File: src/rtl/secuenciador_cs_registros.sv
// rtl/secuenciador_cs_registros.sv - function code to register chip-select sequencer
// Group or single-field chip selects with break-before-make on every function change.
module secuenciador_cs_registros #(
    parameter int ANCHO_FUNC = 2,
    parameter int N_CAMPOS   = 10,
    parameter logic [(2**ANCHO_FUNC)*N_CAMPOS-1:0] MASCARAS =
        {10'b1110000000, 10'b0001111000, 10'b0000000111, 10'b0000000000},
    parameter int ANCHO_IDX  = 4
) (
    input  logic                  clk,
    input  logic                  reset,
    input  logic [ANCHO_FUNC-1:0] funcion_conf,
    input  logic                  modo_campo,
    input  logic                  boton_sig,
    input  logic                  boton_ant,
    output logic [N_CAMPOS-1:0]   cs_out,
    output logic [ANCHO_IDX-1:0]  campo_idx,
    output logic                  valido,
    output logic                  cambio
);

    typedef enum logic [1:0] {INACTIVO, CARGA, ACTIVO} estado_t;

    estado_t               estado_q, estado_d;
    logic [ANCHO_FUNC-1:0] func_q, func_d;
    logic [ANCHO_IDX-1:0]  ptr_q, ptr_d;
    logic [N_CAMPOS-1:0]   cs_q, cs_d;
    logic                  valido_q, valido_d;
    logic                  cambio_q, cambio_d;

    logic [N_CAMPOS-1:0]   mask;
    logic [N_CAMPOS-1:0]   onehot;
    logic [ANCHO_IDX-1:0]  idx_low, idx_high, idx_sig, idx_ant;
    logic                  hay_sig, hay_ant;
    logic                  cambio_func;

    assign cambio_func = (funcion_conf != func_q);

    always_comb begin
        mask = '0;
        for (int f = 0; f < (1 << ANCHO_FUNC); f++) begin
            if (func_q == ANCHO_FUNC'(f)) begin
                mask = MASCARAS[f*N_CAMPOS +: N_CAMPOS];
            end
        end
    end

    // Descending scan leaves the lowest hit, ascending scan the highest.
    always_comb begin
        idx_low  = '0;
        idx_high = '0;
        idx_sig  = '0;
        idx_ant  = '0;
        hay_sig  = 1'b0;
        hay_ant  = 1'b0;
        for (int i = N_CAMPOS - 1; i >= 0; i--) begin
            if (mask[i]) begin
                idx_low = ANCHO_IDX'(i);
                if (ANCHO_IDX'(i) > ptr_q) begin
                    idx_sig = ANCHO_IDX'(i);
                    hay_sig = 1'b1;
                end
            end
        end
        for (int i = 0; i < N_CAMPOS; i++) begin
            if (mask[i]) begin
                idx_high = ANCHO_IDX'(i);
                if (ANCHO_IDX'(i) < ptr_q) begin
                    idx_ant = ANCHO_IDX'(i);
                    hay_ant = 1'b1;
                end
            end
        end
    end

    always_ff @(posedge clk) begin
        if (reset) begin
            estado_q <= INACTIVO;
            func_q   <= '0;
            ptr_q    <= '0;
            cs_q     <= '0;
            valido_q <= 1'b0;
            cambio_q <= 1'b0;
        end else begin
            estado_q <= estado_d;
            func_q   <= func_d;
            ptr_q    <= ptr_d;
            cs_q     <= cs_d;
            valido_q <= valido_d;
            cambio_q <= cambio_d;
        end
    end

    always_comb begin
        estado_d = estado_q;
        if (cambio_func) begin
            estado_d = CARGA;
        end else begin
            case (estado_q)
                CARGA:    estado_d = (mask == '0) ? INACTIVO : ACTIVO;
                ACTIVO:   estado_d = ACTIVO;
                INACTIVO: estado_d = INACTIVO;
                default:  estado_d = INACTIVO;
            endcase
        end
    end

    always_comb begin
        func_d   = func_q;
        ptr_d    = ptr_q;
        cs_d     = cs_q;
        valido_d = valido_q;
        cambio_d = 1'b0;
        onehot   = '0;
        if (cambio_func) begin
            func_d   = funcion_conf;
            cs_d     = '0;
            valido_d = 1'b0;
            cambio_d = 1'b1;
        end else begin
            if (estado_q == CARGA && mask != '0) begin
                ptr_d = idx_low;
            end else if (estado_q == ACTIVO && boton_sig && !boton_ant) begin
                ptr_d = hay_sig ? idx_sig : idx_low;
            end else if (estado_q == ACTIVO && boton_ant && !boton_sig) begin
                ptr_d = hay_ant ? idx_ant : idx_high;
            end
            for (int i = 0; i < N_CAMPOS; i++) begin
                onehot[i] = (ptr_d == ANCHO_IDX'(i));
            end
            case (estado_q)
                CARGA, ACTIVO: begin
                    valido_d = (mask != '0);
                    cs_d     = (mask == '0) ? '0 : (modo_campo ? onehot : mask);
                end
                default: begin
                    valido_d = 1'b0;
                    cs_d     = '0;
                end
            endcase
        end
    end

    assign cs_out    = cs_q;
    assign campo_idx = ptr_q;
    assign valido    = valido_q;
    assign cambio    = cambio_q;

endmodule

File: config.mk
export PLATFORM = sky130hd
export DESIGN_NAME = secuenciador_cs_registros
export DESIGN_NICKNAME = d
export VERILOG_FILES = /design/src/rtl/secuenciador_cs_registros.sv
export SDC_FILE = /design/constraint.sdc
export NUM_CORES = 1
export LEC_CHECK = 0
export CORE_ASPECT_RATIO = 0.5
export CORE_MARGIN = 2
export CORE_UTILIZATION = 45
export DETAILED_ROUTE_END_ITERATION = 16
export GPL_ROUTABILITY_DRIVEN = 0
export PLACE_DENSITY = 0.76
export SYNTH_ARGS = -nofsm -noshare
export SYNTH_HDL_FRONTEND = slang
export SYNTH_SLANG_ARGS = --single-unit
File: constraint.sdc
create_clock -name clk -period 3.9 [get_ports clk]
set_clock_uncertainty 0.2 [all_clocks]
set_input_delay 0.585 -clock clk [delete_from_list [all_inputs] [get_ports clk]]
set_output_delay 0.585 -clock clk [all_outputs]
set_load 0.02 [all_outputs]
Yosys cells after proc, flatten, opt, wreduce, memory -nomap -nowiden --
Index checks and enable logic that the tools add are counted.
Storage, ports and cells: flip-flop bits (word level) 20, memory bits (read-only) 0, bits in latches 0, memories kept 0, bits of input ports 7, bits in writable memories 0, word-level logic and storage cells 168, output and inout bits 16
Cells by class: reduce and logical (&&, ||, !) cells 14, multipliers 0, equal/unequal tests 15, shifts and indexed selects 0, add/subtract/negate cells 0, div/mod/pow operators 0, multiplexer cells 111, bitwise operators 1, $lt $le $gt $ge 20
Operator list (number):
- $mux W4 | 60
- $mux W1 | 45
- $mux W10 | 3
- $eq A4 B3 Y1 const B | 4
- $gt A3 B4 Y1 const A | 4
- $lt A3 B4 Y1 const A | 4
- $logic_not A10 Y1 | 1
- $reduce_bool A10 Y1 | 1
- $eq A4 B2 Y1 const B | 2
- $eq A4 B4 Y1 const B | 2
- $gt A1 B4 Y1 const A | 2
- $gt A2 B4 Y1 const A | 2
- $gt A4 B4 Y1 const A | 2
- $lt A1 B4 Y1 const A | 2
- $lt A2 B4 Y1 const A | 2
- $lt A4 B4 Y1 const A | 2
- $eq A2 B2 Y1 const B | 3
- $logic_and A1 B1 Y1 | 5
- $eq A2 B1 Y1 const B | 2
- $eq A4 B1 Y1 const B | 1
- $logic_not A4 Y1 | 1
- $pmux W2 S2 | 1
- $reduce_or A2 Y1 | 2
- $reduce_or A4 Y1 | 1
- 6 further kinds | 7

Longest topological paths before layout --
depth in word-level cells 30, mapped depth 10

Worst setup path after synthesis --
Ideal clock, no wire load.
path type register to register, start point reg func_q[0], end point reg ptr_q[0], in the netlist campo_idx[0], slack 1658 ps, buffers on the path 1, setup time 131 ps, arrival 1911 ps, clock period less this slack 2242 ps, cell stages (with the launch flop) 9, data required time 3569 ps, path through dfxtp_1 ha_1 buf_2 nor4b_2 a211oi_1 a21o_1 o32a_2 a21oi_2 a211oi_2
On the way: word-level cells in the longest chain between the ends 28, elaborated cells on any way between the ends 108, classes of those cells eq/ne (4); mux (102); reduce/logical (2)
RTL lines:
- start, declared | RTL line 25 | logic [ANCHO_FUNC-1:0] func_q, func_d;
- start signal, assigned | RTL line 86 | func_q <= func_d;
- $eq A2 B1 Y1 | RTL line 42 | if (func_q == ANCHO_FUNC'(f)) begin
- $mux W3 | RTL line 42
- $mux W10 (2 in a row) | RTL line 42
- $mux W1 | RTL line 66 | if (mask[i]) begin
- $mux W1 | RTL line 68 | if (ANCHO_IDX'(i) < ptr_q) begin
- $mux W1 | RTL line 66
- $mux W1 | RTL line 68
- $mux W1 | RTL line 66
- (+11 left out)
- $mux W1 | RTL line 66
- $mux W1 | RTL line 68
- $mux W1 | RTL line 66
- $mux W4 | RTL line 126 | ptr_d = hay_ant ? idx_ant : idx_high;
- $mux W4 | RTL line 125 | end else if (estado_q == ACTIVO && boton_ant && !boton_sig) begin
- $mux W4 | RTL line 123 | end else if (estado_q == ACTIVO && boton_sig && !boton_ant) begin
- $mux W4 | RTL line 121 | if (estado_q == CARGA && mask != '0) begin
- $mux W4 | RTL line 115 | if (cambio_func) begin
- end signal, assigned | RTL line 87 | ptr_q <= ptr_d;
- end, declared | RTL line 26 | logic [ANCHO_IDX-1:0] ptr_q, ptr_d;
Parallel ways exist; a longest one is shown, timed or not. The select of a mux whose other input is x is not followed. A chain may end at the register's enable or synchronous reset.

Worst setup path after layout --
start point reg func_q[0], end point reg cs_q[8], in the netlist cs_out[8]
On the way: word-level cells in the longest chain between the ends 30, elaborated cells on any way between the ends 112, classes of those cells eq/ne (5); mux (103); reduce/logical (4)
RTL lines:
- $eq A2 B1 Y1 | RTL line 42
- $mux W3 | RTL line 42
- $mux W10 (2 in a row) | RTL line 42
- $mux W1 | RTL line 66
- $mux W1 | RTL line 68
- $mux W1 | RTL line 66
- $mux W1 | RTL line 68
- $mux W1 | RTL line 66
- (+13 left out)
- $mux W1 | RTL line 66
- $mux W4 | RTL line 126
- $mux W4 | RTL line 125
- $mux W4 | RTL line 123
- $mux W4 | RTL line 121
- $mux W4 | RTL line 115
- $eq A4 B4 Y1 | RTL line 129 | onehot[i] = (ptr_d == ANCHO_IDX'(i));
- $mux W10 | RTL line 134 | cs_d = (mask == '0) ? '0 : (modo_campo ? onehot : mask);
- end signal, assigned | RTL line 88 | cs_q <= cs_d;
- end, declared | RTL line 27 | logic [N_CAMPOS-1:0] cs_q, cs_d;
Parallel ways exist; a longest one is shown, timed or not. The select of a mux whose other input is x is not followed.

==> metrics.cfg <==
[status]
outcome = complete, no violations

[global_route]
grt_max_degree = 26
met1_usage = 0.248
grt_util_all_layers = 0.187
grt_use_met2 = 0.317
grt_first_pass_wirelength_um = 5630
gr-max-usage-layer = met2
gr-usage-met3 = 0.0560
gr-total-overflow = 0
antenna_found_initial = 0
grt_pass1_vias = 1240

[critical_path]
cp_common_cell = o31ai_1
cp.required_ns = 3.86
cp_slowest_cell = ha_1
crit_type = reg -> reg
endpoint_kind = flip-flop
crit_path_max_incr_delay_ns = 0.58
critPathArrivalTime_ns = 2.71
crit_chain = inv_1 -> ha_1 -> a21boi_1 -> o31ai_1 -> a21o_1 -> a221oi_2 -> nand4_1 -> o31ai_1
cp_top_family = compound AO/OA/AOI/OAI gates
crit_buf_inv = 1
crit_path_start_kind = flip-flop
critPathMaxFanout = 21

[floorplanning]
die_area_um2 = 3780
start_util = 0.481
coreArea_um2 = 3070
floorplan.die.width_um = 85.0
die_y_um = 44.5
rows = 14
io_pins = 23

[cts]
clk_pin_slew_worst_paths_ns = 0.07
cts_setup_buffers = 0
cts_num_sinks = 19
root_buffer = clkbuf_8
clock_latency_ns = 0.25
numCtsBuffers = 3
ctsHoldBuffers = 0
cts_resized = 0
cts_tree = yes
cts_max_path_buffers = 2
cts_htree_levels = 1

[synthesis]
yosysTopAreaCellShare = 0.258
synth_area_leaders = dfxtp_1, ha_1, o31ai_1
synth_edf_count = 0
async_flop_share = 0
ys.flop_type = dfxtp_1
synth_nets = 189
yosysTopAreaCell = dfxtp_1
ys_types = 61
syn_inst = 175
ys_ff_latch = 19
yosysSeqAreaShare = 0.258
syn_area_um2 = 1480
yosysWarnings = 0
synth.avg_cell_area_um2 = 8.43

[cells_and_area]
area_growth_pct = 15.4
final_common_cell = clkdlybuf4s50_1
layout-drive-gt1-share = 0.0851
num-nets-final = 203
num_antenna_cells = 0
final_cell_mix = clkdlybuf4s50_1, dfxtp_1, nand2_1
fillCellCount = 273

[placed_design]
numPortBuffers = 22
dp_hpwl_um = 2470

[timing]
finalMaxSlewViolations = 0
hold_viol_final = 0
max-slew-margin-rel = 0.426
rsz0062_at_grt = no
fin_tns_setup_ns = 0
max_freq_mhz = 364
setup_viol = 0
tightest_slew_ns = 0.860
fin_crit_ns = 2.75
timing.final.crit_share = 0.705

[power]
totalPowerFinal_uw = 476
p_per_area_nw_per_um2 = 280
ir_drop_uv = 141
cellLeakagePower_uw = 0.000569

[detailed_routing]
via_per_inst = 6.07
drc_errors = 0
num_vias = 1383
drt-pass1-iter-count = 4
routedWlPerCell_um = 15.0
routed_wirelength_um = 3420
ant_nets = 0
first_iter_violations = 183

[run]
maxCapViolCount = 0

[worst_hold_path]
min_path_type = reg -> reg

## stage by stage
step	utilization	instances	setup WS [ns]	area [µm²]	hold WS, ns
after floorplan	-	175	1.66	1480	0.332
after global placement	0.540	224	1.13	1660	0.353
after detailed placement	0.540	224	1.07	1660	0.365
after CTS	0.556	228	1.14	1700	0.385
after global routing	0.556	228	0.929	1700	0.411
final	0.556	228	1.15	1700	0.383
## worst min-delay path: cells and delay by family (launching register included)
family	cells	cell delay (ns)
flip-flops	1	0.33
adder cells (fa/ha/maj)	1	0.15
AO/OA/AOI/OAI	1	0.06
## layout make-up
type,instances,area (µm²),share of cell area
sequential,19,380,0.223
clock inverter,1,5.00,0.00294
clock buffer,3,41.3,0.0242
tap,40,50.0,0.0294
multi-input combinational,133,965,0.566
timing repair buffer,23,228,0.134
inverter,9,33.8,0.0198
## synthesized netlist by cell type (4+ instances only)
library cell,n
nor2b_1,6
nand2b_1,6
nor2_1,9
nand2_1,13
dfxtp_1,19
and3b_1,4
ha_1,7
a21oi_1,4
o21ai_0,7
o31ai_1,7
buf_2,5
nand3b_1,4
inv_1,9
xnor2_1,4
o21ai_1,9
## routing by layer
metal	routed length [µm]	share of wire
met4	27	0.0079
met5	0	0
met2	1530	0.45
met1	1620	0.47
met3	243	0.071
## sequential cells by signal, summed over array words and instances (netlist names)
signal / flops
cs_out: 10
campo_idx: 4
estado_q: 2
func_q: 2
valido: 1
## power breakdown
group	switching, µW	internal (µW)	leakage, µW	total (µW)
sequential	22.8	200	0.000154	223
combinational	64.9	52.6	0.000389	117
clock	65.1	71.0	0.0000255	136
## logic make-up (layout without fill, tap and decap cells)
logic type | Yosys count | after routing | synth area share
fa+ha+maj | 7 | 7 | 0.0594
mux | 1 | 1 | 0.00679
compound gates | 62 | 62 | 0.325
buf+inv | 23 | 36 | 0.0882
xor+xnor | 4 | 4 | 0.0237
simple gates | 59 | 59 | 0.239
flops | 19 | 19 | 0.258
## path summary, 6_finish.rpt
| kind | from | endpoint | slack [ns] | cells past startpoint |
|---|---|---|---|---|
| setup / recovery | func_q[0]$_SDFFE_PP0P_ | cs_out[8]$_SDFF_PP0_ | 1.15 | 8 |
| hold / removal | estado_q[1]$_SDFF_PP0_ | estado_q[1]$_SDFF_PP0_ | 0.38 | 2 |
| setup reg to reg | func_q[0]$_SDFFE_PP0P_ | cs_out[8]$_SDFF_PP0_ | 1.15 | 8 |
| hold reg to reg | estado_q[1]$_SDFF_PP0_ | estado_q[1]$_SDFF_PP0_ | 0.38 | 2 |
No activity file was read; power rests on OpenSTA's default activity.
